`config.mk`:
```
export PLATFORM = sky130hd
export DESIGN_NAME = lane_arbiter_2x8
export DESIGN_NICKNAME = d
export VERILOG_FILES = /design/src/rtl/lane_arb_pkg.sv /design/src/rtl/lane_byte_fifo.sv /design/src/rtl/lane_arbiter_2x8.sv
export SDC_FILE = /design/constraint.sdc
export NUM_CORES = 1
export LEC_CHECK = 0
export ABC_AREA = 1
export BUFFER_PORTS_ARGS = -buffer_cell sky130_fd_sc_hd__buf_4
export CAP_MARGIN = 20
export CORE_MARGIN = 2
export CORE_UTILIZATION = 45
export DETAILED_ROUTE_END_ITERATION = 12
export PLACE_DENSITY_LB_ADDON = 0.1
export SLEW_MARGIN = 20
export SYNTH_ARGS = -nofsm -noshare
export SYNTH_HDL_FRONTEND = slang
export SYNTH_SLANG_ARGS = --single-unit
```
`constraint.sdc`:
```
create_clock -name clk -period 2.5 [get_ports clk]
set_input_delay 0.125 -clock clk [delete_from_list [all_inputs] [get_ports clk]]
set_output_delay 0.125 -clock clk [all_outputs]
set_load 0.01 [all_outputs]
```
`src/rtl/lane_arb_pkg.sv`:
```
// Shared constants and the grant index type for the two-requester lane arbiter.
package lane_arb_pkg;

    localparam int LANE_DW   = 8;
    localparam int DEF_DEPTH = 4;
    localparam int GCNT_W    = 16;

    typedef enum logic {
        GRANT_0 = 1'b0,
        GRANT_1 = 1'b1
    } grant_t;

endpackage

```
`src/rtl/lane_byte_fifo.sv`:
```
// Small per-requester FIFO; the head is read asynchronously so a byte pushed at
// edge N can be popped at edge N+1.
module lane_byte_fifo #(
    parameter int DEPTH = 4,
    parameter int DW    = 8
) (
    input  logic                   clk,
    input  logic                   reset,
    input  logic                   push,
    input  logic [DW-1:0]          din,
    input  logic                   pop,
    output logic [DW-1:0]          head,
    output logic                   full,
    output logic                   empty,
    output logic [$clog2(DEPTH):0] lvl
);

    localparam int AW = $clog2(DEPTH);

    logic [DW-1:0] mem [DEPTH];
    logic [AW-1:0] wr_ptr_reg;
    logic [AW-1:0] rd_ptr_reg;
    logic [AW:0]   lvl_reg;
    logic          do_push;
    logic          do_pop;

    assign full    = (lvl_reg == (AW+1)'(DEPTH));
    assign empty   = (lvl_reg == '0);
    assign lvl     = lvl_reg;
    assign head    = mem[rd_ptr_reg];
    // A full FIFO refuses pushes even when popped in the same cycle.
    assign do_push = push && !full;
    assign do_pop  = pop && !empty;

    always_ff @(posedge clk) begin
        if (do_push) begin
            mem[wr_ptr_reg] <= din;
        end
    end

    always_ff @(posedge clk) begin
        if (reset) begin
            wr_ptr_reg <= '0;
            rd_ptr_reg <= '0;
            lvl_reg    <= '0;
        end else begin
            if (do_push) begin
                wr_ptr_reg <= wr_ptr_reg + 1'b1;
            end
            if (do_pop) begin
                rd_ptr_reg <= rd_ptr_reg + 1'b1;
            end
            case ({do_push, do_pop})
                2'b10:   lvl_reg <= lvl_reg + 1'b1;
                2'b01:   lvl_reg <= lvl_reg - 1'b1;
                default: lvl_reg <= lvl_reg;
            endcase
        end
    end

endmodule

```
`src/rtl/lane_arbiter_2x8.sv`:
```
// Round-robin arbiter sharing one registered byte lane between two FIFO-backed
// requesters. Define ARB_GRANT_CNT_EN to add per-requester grant counters.
module lane_arbiter_2x8
    import lane_arb_pkg::*;
#(
    parameter int DEPTH = DEF_DEPTH,
    parameter int DW    = LANE_DW
) (
    input  logic                   clk,
    input  logic                   reset,
    input  logic [DW-1:0]          In0,
    input  logic                   valid0,
    output logic                   ready0,
    input  logic [DW-1:0]          In1,
    input  logic                   valid1,
    output logic                   ready1,
    input  logic                   out_pause,
    output logic [DW-1:0]          data_out,
    output logic                   outValid,
    output logic                   out_src,
    output logic [$clog2(DEPTH):0] lvl0,
    output logic [$clog2(DEPTH):0] lvl1
`ifdef ARB_GRANT_CNT_EN
    ,
    input  logic                   cnt_clr,
    output logic [GCNT_W-1:0]      gcnt0,
    output logic [GCNT_W-1:0]      gcnt1
`endif
);

    logic [DW-1:0]          din_v   [2];
    logic [DW-1:0]          head_v  [2];
    logic [$clog2(DEPTH):0] lvl_v   [2];
    logic [1:0]             valid_v;
    logic [1:0]             ready_v;
    logic [1:0]             full_v;
    logic [1:0]             empty_v;
    logic [1:0]             pop_v;
    logic                   grant_valid;
    grant_t                 grant_id;
    grant_t                 last_grant_reg;

    assign din_v[0] = In0;
    assign din_v[1] = In1;
    assign valid_v  = {valid1, valid0};
    assign ready0   = ready_v[0];
    assign ready1   = ready_v[1];
    assign lvl0     = lvl_v[0];
    assign lvl1     = lvl_v[1];

    generate
        for (genvar gi = 0; gi < 2; gi++) begin : g_lane
            assign ready_v[gi] = !full_v[gi] && !reset;
            assign pop_v[gi]   = grant_valid && (grant_id == grant_t'(gi));

            lane_byte_fifo #(
                .DEPTH (DEPTH),
                .DW    (DW)
            ) u_fifo (
                .clk   (clk),
                .reset (reset),
                .push  (valid_v[gi] && ready_v[gi]),
                .din   (din_v[gi]),
                .pop   (pop_v[gi]),
                .head  (head_v[gi]),
                .full  (full_v[gi]),
                .empty (empty_v[gi]),
                .lvl   (lvl_v[gi])
            );
        end
    endgenerate

    // On a tie the requester that did not win last time is served.
    always_comb begin
        grant_valid = 1'b0;
        grant_id    = GRANT_0;
        if (!out_pause && (empty_v != 2'b11)) begin
            grant_valid = 1'b1;
            if (empty_v == 2'b00) begin
                grant_id = (last_grant_reg == GRANT_0) ? GRANT_1 : GRANT_0;
            end else if (!empty_v[1]) begin
                grant_id = GRANT_1;
            end
        end
    end

    always_ff @(posedge clk) begin
        if (reset) begin
            data_out       <= '0;
            outValid       <= 1'b0;
            out_src        <= 1'b0;
            last_grant_reg <= GRANT_1;
        end else begin
            outValid <= grant_valid;
            if (grant_valid) begin
                data_out       <= head_v[grant_id];
                out_src        <= grant_id;
                last_grant_reg <= grant_id;
            end
        end
    end

`ifdef ARB_GRANT_CNT_EN
    logic [GCNT_W-1:0] gcnt_reg [2];

    assign gcnt0 = gcnt_reg[0];
    assign gcnt1 = gcnt_reg[1];

    generate
        for (genvar gi = 0; gi < 2; gi++) begin : g_cnt
            always_ff @(posedge clk) begin
                if (reset || cnt_clr) begin
                    gcnt_reg[gi] <= '0;
                end else if (pop_v[gi] && (gcnt_reg[gi] != {GCNT_W{1'b1}})) begin
                    gcnt_reg[gi] <= gcnt_reg[gi] + 1'b1;
                end
            end
        end
    endgenerate
`endif

endmodule

```
### Word level (Yosys, flattened, before mapping)

Memories as Yosys holds them, arrays and structs flattened. A register that Yosys moved wholly into a read port is not among the register bits.
Cells that the tools add are included.

| storage, ports and cells | value |
|---|---|
| register bits after elaboration | 25 |
| bits in latches | 0 |
| bits in writable memories | 64 |
| memory bits (read-only) | 0 |
| logic and storage cells | 70 |
| memories | 2 |

Memory list:

| name | words | width | rd ports | clocked after Yosys merged registers in | wr ports | RTL line | source |
|---|---|---|---|---|---|---|---|
| g_lane[0].u_fifo.mem | 4 | 8 | 1 | 1 | 1 | lane_byte_fifo.sv:20 | `logic [DW-1:0] mem [DEPTH];` |
| g_lane[1].u_fifo.mem | 4 | 8 | 1 | 1 | 1 | lane_byte_fifo.sv:20 |  |

| cells by class | value |
|---|---|
| add/sub/neg operators | 8 |
| $mul | 0 |
| div/mod/pow operators | 0 |
| $lt $le $gt $ge | 1 |
| equality and inequality tests | 7 |
| shift operators | 0 |
| mux-type cells | 18 |
| bitwise operators | 2 |
| reduce and logical (&&, ||, !) cells | 22 |

Operator list:

| operator | count |
|---|---|
| 8-bit two-way mux | 3 |
| 3-bit one-hot mux with 2 select lines | 2 |
| 1-bit logical AND | 11 |
| 1-bit two-way mux | 9 |
| 2-bit by 1-bit adder with 2-bit output (second input constant) | 4 |
| 2-bit two-way mux | 4 |
| 3-bit by 1-bit adder with 3-bit output (second input constant) | 2 |
| 3-bit equality test (second input constant) | 2 |
| 1-bit zero test | 6 |
| 3-bit zero test | 2 |
| 3-bit by 1-bit subtractor with 3-bit output (second input constant) | 2 |
| 2-bit by 1-bit equality test with 1-bit output (second input constant) | 2 |
| 2-bit equality test (second input constant) | 2 |
| 2-bit nonzero test | 2 |
| 2-bit greater-or-equal comparator (second input constant) | 1 |
| 2-bit zero test | 1 |
| 2-bit inequality test (second input constant) | 1 |
| 1-bit inverter with 2-bit output | 1 |
| 1-bit inverter | 1 |

### Longest topological paths before layout

Gate-level depths: netlist (run 1).

| depth | value |
|---|---|
| word-level depth | 9 |
| gate-level depth with buffers | 12 |
| depth with buffers taken out | 12 |

### Hierarchy

Synthesis (run 1) repeated with hierarchy kept, for this count alone.

| unflattened totals | value |
|---|---|
| cell total of the unflattened synthesis | 380 |
| area, all modules | 3957.5 µm² |

By module, submodules not included:

| module | times used | cells an instance | area each (µm²) | seq. area each (µm²) |
|---|---|---|---|---|
| lane_byte_fifo | 2 | 146 | 1691.6 | 1141.1 |
| lane_arbiter_2x8 | 1 | 88 | 574.3 | 220.2 |

### Worst setup path before layout (run 1)

No wires, ideal clock.

| timing path | value |
|---|---|
| kind | register -> register |
| start | register g_lane[0].u_fifo.lvl_reg[0] |
| end | register g_lane[0].u_fifo.lvl_reg[2] |
| library setup time | 122 ps |
| data arrival time | 2020 ps |
| required time | 2378 ps |
| slack | 358 ps |
| stages on the path, launching flop included | 10 |
| path buffers | 0 |
| period minus slack after synthesis | 2142 ps |
| cell sequence | dfxtp_1 nor2_4 a21oi_1 nand2_2 ha_1 fa_1 a21oi_1 o21ai_0 o21ai_0 a21oi_1 |

| on the way | value |
|---|---|
| elaborated cells between the ends (all ways) | 22 |
| those cells by class | 2 x add/sub; 4 x eq/ne; 4 x mux; 1 x bitwise; 11 x reduce/logical |

RTL lines:

| element | RTL line | source |
|---|---|---|
| from (decl) | lane_byte_fifo.sv:23 | `logic [AW:0] lvl_reg;` |
| from (signal assigned) | lane_byte_fifo.sv:54 | `2'b10: lvl_reg <= lvl_reg + 1'b1;` |
| from (signal assigned) | lane_byte_fifo.sv:55 | `2'b01: lvl_reg <= lvl_reg - 1'b1;` |
| from (signal assigned) | lane_byte_fifo.sv:56 | `default: lvl_reg <= lvl_reg;` |
| 3-bit equality test * | lane_byte_fifo.sv:27 | `assign full = (lvl_reg == (AW+1)'(DEPTH));` |
| 1-bit zero test * | lane_arbiter_2x8.sv:53 | `assign ready_v[gi] = !full_v[gi] && !reset;` |
| 1-bit logical AND * | lane_arbiter_2x8.sv:53 |  |
| net ready0 | lane_arbiter_2x8.sv:13 | `output logic ready0,` |
| 1-bit logical AND * | lane_arbiter_2x8.sv:62 | `.push (valid_v[gi] && ready_v[gi]),` |
| 1-bit logical AND * | lane_byte_fifo.sv:32 | `assign do_push = push && !full;` |
| 2-bit by 1-bit equality test with 1-bit output / 2-bit equality test (equally long branches) | lane_byte_fifo.sv:53 | `case ({do_push, do_pop})` |
| 3-bit one-hot mux with 2 select lines / 2-bit nonzero test (equally long branches) | n/a |  |

Mark *: on every way through the listed nets, which the timed path passes. The rest lies on a longest branch.
A chain may end at the register's enable or synchronous reset.

### Final worst setup path (run 1)

| timing path | value |
|---|---|
| start | register g_lane[0].u_fifo.lvl_reg[0] |
| end | register g_lane[0].u_fifo.lvl_reg[2] |

| on the way | value |
|---|---|
| word-level cells in the longest chain between the ends | 9 |
| elaborated cells between the ends (all ways) | 22 |
| those cells by class | 2 x add/sub; 4 x eq/ne; 4 x mux; 1 x bitwise; 11 x reduce/logical |

RTL lines:

| element | RTL line | source |
|---|---|---|
| 3-bit zero test * | lane_byte_fifo.sv:28 | `assign empty = (lvl_reg == '0);` |
| 2-bit zero test / 2-bit inequality test (equally long branches) | lane_arbiter_2x8.sv:79, lane_arbiter_2x8.sv:77 |  |
| 1-bit two-way mux / 1-bit logical AND (equally long branches) | lane_arbiter_2x8.sv:79, lane_arbiter_2x8.sv:77 |  |
| 1-bit two-way mux | lane_arbiter_2x8.sv:77 | `if (!out_pause && (empty_v != 2'b11)) begin` |
| 1-bit inverter | lane_arbiter_2x8.sv:54 | `assign pop_v[gi] = grant_valid && (grant_id == grant_t'(gi));` |
| 1-bit logical AND | lane_arbiter_2x8.sv:54 |  |
| 1-bit logical AND * | lane_byte_fifo.sv:33 | `assign do_pop = pop && !empty;` |
| net g_lane[0].u_fifo.do_pop | lane_byte_fifo.sv:25 | `logic do_pop;` |
| 2-bit by 1-bit equality test with 1-bit output / 2-bit equality test (equally long branches) | lane_byte_fifo.sv:53 |  |
| 3-bit one-hot mux with 2 select lines / 2-bit nonzero test (equally long branches) | n/a |  |

Marks and branches as above.

==> impl_metrics.prom, run 1 <==
# TYPE chip_impl_metric gauge
chip_impl_metric{name="max_cap_violations",unit=""} 0
chip_impl_metric{name="placeableCoreArea",unit="um^2"} 8760
chip_impl_metric{name="setup_viol",unit=""} 0
chip_impl_metric{name="relSlewSlack",unit=""} 0.681
chip_impl_metric{name="cts_inserted_buffers",unit=""} 9
chip_impl_metric{name="floorplan.die.height",unit="um"} 99.1
chip_impl_metric{name="synthesis.yosys.warnings",unit=""} 0
chip_impl_metric{name="finalHoldViolCount",unit=""} 0
chip_impl_metric{name="antenna_found_initial",unit=""} 0
chip_impl_metric{name="power_frac_comb",unit=""} 0.344
chip_impl_metric{name="drt_first_pass_iters",unit=""} 4
chip_impl_metric{name="drt_drc_violations_left",unit=""} 0
chip_impl_metric{name="fin_worst_hold_slack",unit="ps"} 48.5
chip_impl_info{name="cts_tree",value="yes"} 1
chip_impl_metric{name="floorplan.io_pins",unit=""} 39
chip_impl_metric{name="grt_first_pass_wirelength",unit="um"} 12400
chip_impl_info{name="synthTopCellsByArea",value="sky130_fd_sc_hd__edfxtp_1, sky130_fd_sc_hd__dfxtp_1, sky130_fd_sc_hd__nand2_1"} 1
chip_impl_metric{name="min_period_over_period",unit=""} 0.884
chip_impl_info{name="timing.setup.critical_path_class",value="reg -> reg"} 1
chip_impl_metric{name="avgRoutedWirePerCell",unit="um"} 13.1
chip_impl_metric{name="post_layout_nonfiller_instances",unit=""} 585
chip_impl_metric{name="required",unit="ps"} 2740
chip_impl_metric{name="min_clock_period_post_route",unit="ps"} 2210
chip_impl_metric{name="finalCoreUtilization",unit=""} 0.553
chip_impl_metric{name="clock-skew-final",unit="ps"} 9.19
chip_impl_info{name="final_cell_mix",value="sky130_fd_sc_hd__nand2_1, sky130_fd_sc_hd__edfxtp_1, sky130_fd_sc_hd__inv_1, sky130_fd_sc_hd__buf_4"} 1
chip_impl_metric{name="grt_usage",unit=""} 0.164
chip_impl_metric{name="cts.htree.levels",unit=""} 3
chip_impl_metric{name="num-nets-final",unit=""} 505
chip_impl_metric{name="critPathArrivalTime",unit="ps"} 2450
chip_impl_metric{name="vias",unit=""} 2748
chip_impl_metric{name="syn_to_final_growth",unit="%"} 19.1
chip_impl_metric{name="netSwitchingFraction",unit=""} 0.365
chip_impl_metric{name="via_per_instance_ratio",unit=""} 4.70
chip_impl_metric{name="top_area_cell_type_share_of_the_netlist_area",unit=""} 0.472
chip_impl_metric{name="max-vdd-ir-drop",unit="mV"} 0.389
chip_impl_info{name="crit_path_start_kind",value="flip-flop"} 1
chip_impl_metric{name="placed_cells_incl_taps",unit=""} 553
chip_impl_metric{name="power_density",unit="nW/um^2"} 963
chip_impl_metric{name="synthesis.area_per_instance",unit="um^2"} 10.0
chip_impl_metric{name="asyncSetResetFlopFracSynth",unit=""} 0
chip_impl_metric{name="seq_area_frac_synth",unit=""} 0.615
chip_impl_info{name="endpoint_kind",value="flip-flop"} 1
chip_impl_metric{name="pin_count_of_the_biggest_net_entering_global_routing",unit=""} 17
chip_impl_metric{name="place.port_buffers",unit=""} 38
chip_impl_info{name="tightest_hold_check_type",value="in -> reg"} 1
chip_impl_metric{name="worst_slew_pin_slew",unit="ps"} 478
chip_impl_metric{name="max_freq",unit="MHz"} 453
chip_impl_metric{name="cellLeakagePower",unit="nW"} 2.11
chip_impl_metric{name="path_clk_slew",unit="ps"} 90
chip_impl_metric{name="route.final.wire_length",unit="um"} 7680
chip_impl_metric{name="detailedPlacementHpwl",unit="um"} 5520
chip_impl_metric{name="place_congestion",unit=""} 0.754
chip_impl_metric{name="die_width",unit="um"} 99.1
chip_impl_metric{name="power.internal",unit="W"} 0.00296
chip_impl_info{name="most_common_cell_after_layout_fill_and_taps_aside",value="sky130_fd_sc_hd__nand2_1"} 1
chip_impl_metric{name="share_clk_of_total_power",unit=""} 0.212
chip_impl_metric{name="synth_cell_types",unit=""} 29
chip_impl_metric{name="postCtsSetupBuffers",unit=""} 0
chip_impl_info{name="outcome",value="complete, no violations"} 1
chip_impl_metric{name="drive_gt1_frac",unit=""} 0.201
chip_impl_metric{name="fp-row-count",unit=""} 34
chip_impl_info{name="grt_setup_unrepaired",value="false"} 1
chip_impl_metric{name="post_synth_inst_count",unit=""} 407
chip_impl_metric{name="synthesis.nets",unit=""} 440
chip_impl_metric{name="mappedNetlistArea",unit="um^2"} 4070
chip_impl_metric{name="number_of_synthesized_flops_with_an_enable_pin",unit=""} 64
chip_impl_info{name="cts_root_buffer",value="sky130_fd_sc_hd__clkbuf_8"} 1
chip_impl_metric{name="largest_register_ffs",unit=""} 64
chip_impl_info{name="yosysTopAreaCell",value="sky130_fd_sc_hd__edfxtp_1"} 1
chip_impl_metric{name="design.die.area",unit="um^2"} 9820
chip_impl_metric{name="clock_insertion_delay_worst_skew",unit="ps"} 350
chip_impl_metric{name="num_antenna_cells",unit=""} 0
chip_impl_metric{name="crit_fanout",unit=""} 5
chip_impl_metric{name="finalSetupTns",unit="ps"} 0
chip_impl_metric{name="p_sw",unit="W"} 0.00170
chip_impl_metric{name="ys_seq_elements",unit=""} 93
chip_impl_metric{name="cts_max_path_buffers",unit=""} 2
chip_impl_metric{name="initial_utilization",unit=""} 0.464
chip_impl_metric{name="detail-route-antenna-nets",unit=""} 0
chip_impl_metric{name="numClockSinks",unit=""} 93
chip_impl_metric{name="seq_power_share",unit=""} 0.445
chip_impl_metric{name="p_total",unit="W"} 0.00466
chip_impl_metric{name="drt_first_iter_violations",unit=""} 114
chip_impl_metric{name="via_count_of_the_first_global_routing_pass",unit=""} 2514
chip_impl_info{name="synth_flop_cell",value="sky130_fd_sc_hd__edfxtp_1"} 1
chip_impl_metric{name="drv_slew",unit=""} 0
chip_impl_metric{name="overflow",unit=""} 0
## synthesized netlist by cell type (3+ instances only)
| master | instances |
|---|---|
| sky130_fd_sc_hd__nand3_1 | 37 |
| sky130_fd_sc_hd__nand2_1 | 82 |
| sky130_fd_sc_hd__nand2_2 | 8 |
| sky130_fd_sc_hd__edfxtp_1 | 64 |
| sky130_fd_sc_hd__buf_2 | 4 |
| sky130_fd_sc_hd__o21ai_1 | 6 |
| sky130_fd_sc_hd__or2_2 | 4 |
| sky130_fd_sc_hd__xor2_1 | 3 |
| sky130_fd_sc_hd__nor2_1 | 37 |
| sky130_fd_sc_hd__o21ai_2 | 3 |
| sky130_fd_sc_hd__inv_1 | 61 |
| sky130_fd_sc_hd__inv_2 | 6 |
| sky130_fd_sc_hd__nand2_4 | 3 |
| sky130_fd_sc_hd__ha_1 | 10 |
| sky130_fd_sc_hd__nor2_2 | 3 |
| sky130_fd_sc_hd__o21ai_0 | 16 |
| sky130_fd_sc_hd__a21oi_1 | 16 |
| sky130_fd_sc_hd__dfxtp_1 | 29 |
## through the flow
stage | cell area (um^2) | setup WS [ps]
detailed placement | 4490 | 305
floorplan | 4070 | 358
global placement | 4490 | 363
global route | 4840 | 161
CTS | 4840 | 293
finish | 4840 | 291
## per-layer routing
metal | track usage | part of all wire | vias up | routed length [um]
met2 | 0.270 | 0.48 | 47 | 3690
met4 | 0.0664 | 0.018 | 0 | 139
li1 | - | - | 1438 | -
met1 | 0.217 | 0.47 | 1252 | 3590
met3 | 0.0288 | 0.033 | 11 | 251
met5 | 0 | 0 | - | 0
## worst paths after layout
path         cells after the start                                          end                                         from  slack (ps)
max                             10         g_lane[0].u_fifo.lvl[2]$_SDFFE_PP0P_         g_lane[0].u_fifo.lvl[0]$_SDFFE_PP0P_         290
min                              2                     data_out[1]$_SDFFE_PP0N_                                        reset          50
max reg2reg                     10         g_lane[0].u_fifo.lvl[2]$_SDFFE_PP0P_         g_lane[0].u_fifo.lvl[0]$_SDFFE_PP0P_         290
min reg2reg                      1  g_lane[1].u_fifo.rd_ptr_reg[0]$_SDFFE_PP0P_  g_lane[1].u_fifo.rd_ptr_reg[0]$_SDFFE_PP0P_         490
## critical path: stages, from the launching register on
cell and delay, ps:
sky130_fd_sc_hd__dfxtp_1 380, sky130_fd_sc_hd__nor2_4 160, sky130_fd_sc_hd__nand2_4 90, sky130_fd_sc_hd__a21oi_2 260
sky130_fd_sc_hd__nor2_2 100, sky130_fd_sc_hd__ha_1 250, sky130_fd_sc_hd__fa_1 390, sky130_fd_sc_hd__a21oi_1 140
sky130_fd_sc_hd__o21ai_0 110, sky130_fd_sc_hd__o21ai_0 160, sky130_fd_sc_hd__a21oi_1 50
## area by class of cell
cell class                 count  area, um^2
clock buffer                   9         124
clock inverter                 7        72.6
fill                         772        3920
inverter                      68         258
multi-input combinational    236        1230
sequential                    93        2500
tap                          108         135
timing repair buffer          64         520
## what timing repair did
item	in CTS	in global routing
hold buffers	16	0
resized for setup	0	0
endpoints found under the hold margin	64	0
## power groups by stage
| stage | clock network, W | logic (W) | registers [W] |
|---|---|---|---|
| 6_report | 0.000988 | 0.00160 | 0.00207 |
| 5_1_grt | 0.00107 | 0.00182 | 0.00211 |
| 4_1_cts | 0.00101 | 0.00162 | 0.00208 |
| 3_5_place_dp | 0 | 0.00160 | 0.00211 |
| 3_3_place_gp | 0 | 0.00157 | 0.00211 |
| 2_1_floorplan | 0 | 0.00116 | 0.00207 |
## cells by family after synthesis
kind of cell	synth area share
buffers and inverters	0.0821
AND/OR/NAND/NOR	0.199
XOR/XNOR	0.00646
adder cells (fa/ha/maj)	0.0406
flip-flops	0.615
AO/OA/AOI/OAI	0.0569
(Power assumes the default switching activity.)
==> run 2: changes to the inputs <==
--- a/config.mk
+++ b/config.mk
@@ -8,6 +8,8 @@
 export ABC_AREA = 1
 export BUFFER_PORTS_ARGS = -buffer_cell sky130_fd_sc_hd__buf_4
 export CAP_MARGIN = 20
+export CELL_PAD_IN_SITES_DETAIL_PLACEMENT = 1
+export CELL_PAD_IN_SITES_GLOBAL_PLACEMENT = 1
 export CORE_MARGIN = 2
 export CORE_UTILIZATION = 45
 export DETAILED_ROUTE_END_ITERATION = 12
==> run 2 against run 1 <==
  * Maximum frequency is 3.0% lower
  * Die area stayed put
  * First-iteration DRC count is 30% lower
  * Largest power group unchanged
  * Highest routed layer unchanged
==> impl_metrics.prom, run 2 (synthesis results as in run 1) <==
# TYPE chip_impl_metric gauge
chip_impl_info{name="outcome",value="complete, no violations"} 1
chip_impl_metric{name="via_count_of_the_first_global_routing_pass",unit=""} 3027
chip_impl_metric{name="postCtsSetupBuffers",unit=""} 0
chip_impl_metric{name="place.port_buffers",unit=""} 38
chip_impl_metric{name="num_antenna_cells",unit=""} 0
chip_impl_metric{name="grt_use_met3",unit=""} 0.0288
chip_impl_metric{name="placed_cells_incl_taps",unit=""} 551
chip_impl_metric{name="grt_usage",unit=""} 0.193
chip_impl_metric{name="antenna_found_initial",unit=""} 0
chip_impl_metric{name="floorplan.die.height",unit="um"} 99.1
chip_impl_metric{name="placeableCoreArea",unit="um^2"} 8760
chip_impl_info{name="most_common_cell_after_layout_fill_and_taps_aside",value="sky130_fd_sc_hd__nand2_1"} 1
chip_impl_metric{name="gr-usage-met2",unit=""} 0.348
chip_impl_metric{name="drv_slew",unit=""} 0
chip_impl_info{name="timing.critical_path.from",value="g_lane[0].u_fifo.lvl[0]$_SDFFE_PP0P_"} 1
chip_impl_metric{name="cts.htree.levels",unit=""} 3
chip_impl_info{name="hold_path_startpoint",value="reset"} 1
chip_impl_metric{name="critical_path.max_stage_delay",unit="ps"} 390
chip_impl_metric{name="max-vdd-ir-drop",unit="mV"} 0.414
chip_impl_metric{name="pin_count_of_the_biggest_net_entering_global_routing",unit=""} 26
chip_impl_metric{name="place_congestion",unit=""} 0.752
chip_impl_metric{name="finalSetupTns",unit="ps"} 0
chip_impl_metric{name="largest_register_ffs",unit=""} 64
chip_impl_metric{name="clock_insertion_delay_worst_skew",unit="ps"} 360
chip_impl_metric{name="min_period_over_period",unit=""} 0.911
chip_impl_info{name="crit_path_start_kind",value="flip-flop"} 1
chip_impl_info{name="timing.setup.critical_path_class",value="reg -> reg"} 1
chip_impl_info{name="critical_path.slowest_cell",value="sky130_fd_sc_hd__dfxtp_1"} 1
chip_impl_info{name="grt_setup_unrepaired",value="false"} 1
chip_impl_info{name="top_usage_layer",value="met2"} 1
chip_impl_info{name="cts_root_buffer",value="sky130_fd_sc_hd__clkbuf_8"} 1
chip_impl_metric{name="die_width",unit="um"} 99.1
chip_impl_metric{name="drt_drc_violations_left",unit=""} 0
chip_impl_metric{name="detail-route-antenna-nets",unit=""} 0
chip_impl_metric{name="cellLeakagePower",unit="nW"} 2.11
chip_impl_metric{name="finalHoldViolCount",unit=""} 0
chip_impl_info{name="final_cell_mix",value="sky130_fd_sc_hd__nand2_1, sky130_fd_sc_hd__edfxtp_1, sky130_fd_sc_hd__inv_1, sky130_fd_sc_hd__buf_4"} 1
chip_impl_metric{name="cts_inserted_buffers",unit=""} 9
chip_impl_metric{name="critPathArrivalTime",unit="ps"} 2520
chip_impl_metric{name="syn_to_final_growth",unit="%"} 18.9
chip_impl_metric{name="crit_fanout",unit=""} 5
chip_impl_metric{name="drt_first_iter_violations",unit=""} 80
chip_impl_info{name="timing.critical_path.cells",value="nor2_4 -> nand2_4 -> a21oi_2 -> nor2_2 -> ha_1 -> fa_1 -> a21oi_1 -> o21ai_0 -> o21ai_0 -> a21oi_1"} 1
chip_impl_metric{name="min_clock_period_post_route",unit="ps"} 2280
chip_impl_info{name="endpoint_kind",value="flip-flop"} 1
chip_impl_metric{name="avgRoutedWirePerCell",unit="um"} 15.0
chip_impl_metric{name="drt_first_pass_iters",unit=""} 6
chip_impl_metric{name="design.die.area",unit="um^2"} 9820
chip_impl_metric{name="required",unit="ps"} 2750
chip_impl_metric{name="fp-row-count",unit=""} 34
chip_impl_metric{name="ctsResizeCount",unit=""} 0
chip_impl_info{name="r2r-start",value="g_lane[0].u_fifo.lvl[0]$_SDFFE_PP0P_"} 1
chip_impl_metric{name="path_clk_slew",unit="ps"} 90
chip_impl_metric{name="clock-skew-final",unit="ps"} 7.10
chip_impl_metric{name="setup_viol",unit=""} 0
chip_impl_metric{name="via_per_instance_ratio",unit=""} 4.88
chip_impl_metric{name="power_density",unit="nW/um^2"} 981
chip_impl_metric{name="met1_usage",unit=""} 0.229
chip_impl_metric{name="numClockSinks",unit=""} 93
chip_impl_metric{name="relSlewSlack",unit=""} 0.454
chip_impl_metric{name="cts_max_path_buffers",unit=""} 2
chip_impl_metric{name="max_freq",unit="MHz"} 439
chip_impl_metric{name="grt_first_pass_wirelength",unit="um"} 14600
chip_impl_metric{name="post_layout_nonfiller_instances",unit=""} 583
chip_impl_metric{name="route.final.wire_length",unit="um"} 8770
chip_impl_info{name="cts_tree",value="yes"} 1
chip_impl_info{name="tightest_hold_check_type",value="in -> reg"} 1
chip_impl_metric{name="detailedPlacementHpwl",unit="um"} 6330
chip_impl_metric{name="worst_slew_pin_slew",unit="ps"} 818
chip_impl_metric{name="cts-hold-fix-buffers",unit=""} 16
chip_impl_metric{name="initial_utilization",unit=""} 0.464
chip_impl_metric{name="max_cap_violations",unit=""} 0
chip_impl_metric{name="drive_gt1_frac",unit=""} 0.200
chip_impl_metric{name="vias",unit=""} 2847
chip_impl_metric{name="overflow",unit=""} 0
chip_impl_metric{name="floorplan.io_pins",unit=""} 39
chip_impl_metric{name="num-nets-final",unit=""} 503
run 2: worst max-delay path, delay by kind of cell, from the launching register on:
family                   cells  cell delay, ps
adder cells (fa/ha/maj)      2             620
AND/OR/NAND/NOR              3             350
flip-flops                   1             390
AO/OA/AOI/OAI                5             810
run 2: report_power, final:
| part | total, W | switching, W | leakage (nW) | internal [W] |
|---|---|---|---|---|
| logic | 0.00160 | 0.000980 | 1.19 | 0.000622 |
| clock network | 0.00103 | 0.000550 | 0.102 | 0.000476 |
| registers | 0.00212 | 0.000260 | 0.819 | 0.00186 |
| total | 0.00475 | 0.00179 | 2.11 | 0.00296 |
run 2: path summary, 6_finish.rpt:
kind              cells past startpoint  slack (ps)                                    to
setup / recovery                     10         220  g_lane[0].u_fifo.lvl[2]$_SDFFE_PP0P_
hold / removal                        2          60              data_out[6]$_SDFFE_PP0N_
hold reg to reg                       1         500                             flip-flop
setup reg to reg                     10         220  g_lane[0].u_fifo.lvl[2]$_SDFFE_PP0P_
run 2: layer usage:
metal	up-vias	wire length, um
met1	1377	3780
li1	1427	-
met5	-	0
met2	33	4670
met3	10	187
met4	0	134
run 2: final cells by class:
type / count / area (um^2)
Fill cell: 999 / 3930
Sequential cell: 93 / 2500
Multi-Input combinational cell: 236 / 1230
Timing Repair Buffer: 62 / 505
Inverter: 68 / 258
Tap cell: 108 / 135
Clock buffer: 9 / 124
Clock inverter: 7 / 80.1
run 2: through the flow:
stage	util	hold slack (ps)	worst slack, ps	power, W	instance area [um^2]
floorplan	-	224	358	0.00323	4070
global placement	0.510	324	348	0.00367	4470
detailed placement	0.510	329	269	0.00375	4470
CTS	0.552	41.8	232	0.00481	4840
global route	0.552	59.7	20.8	0.00509	4840
finish	0.552	59.8	223	0.00475	4840
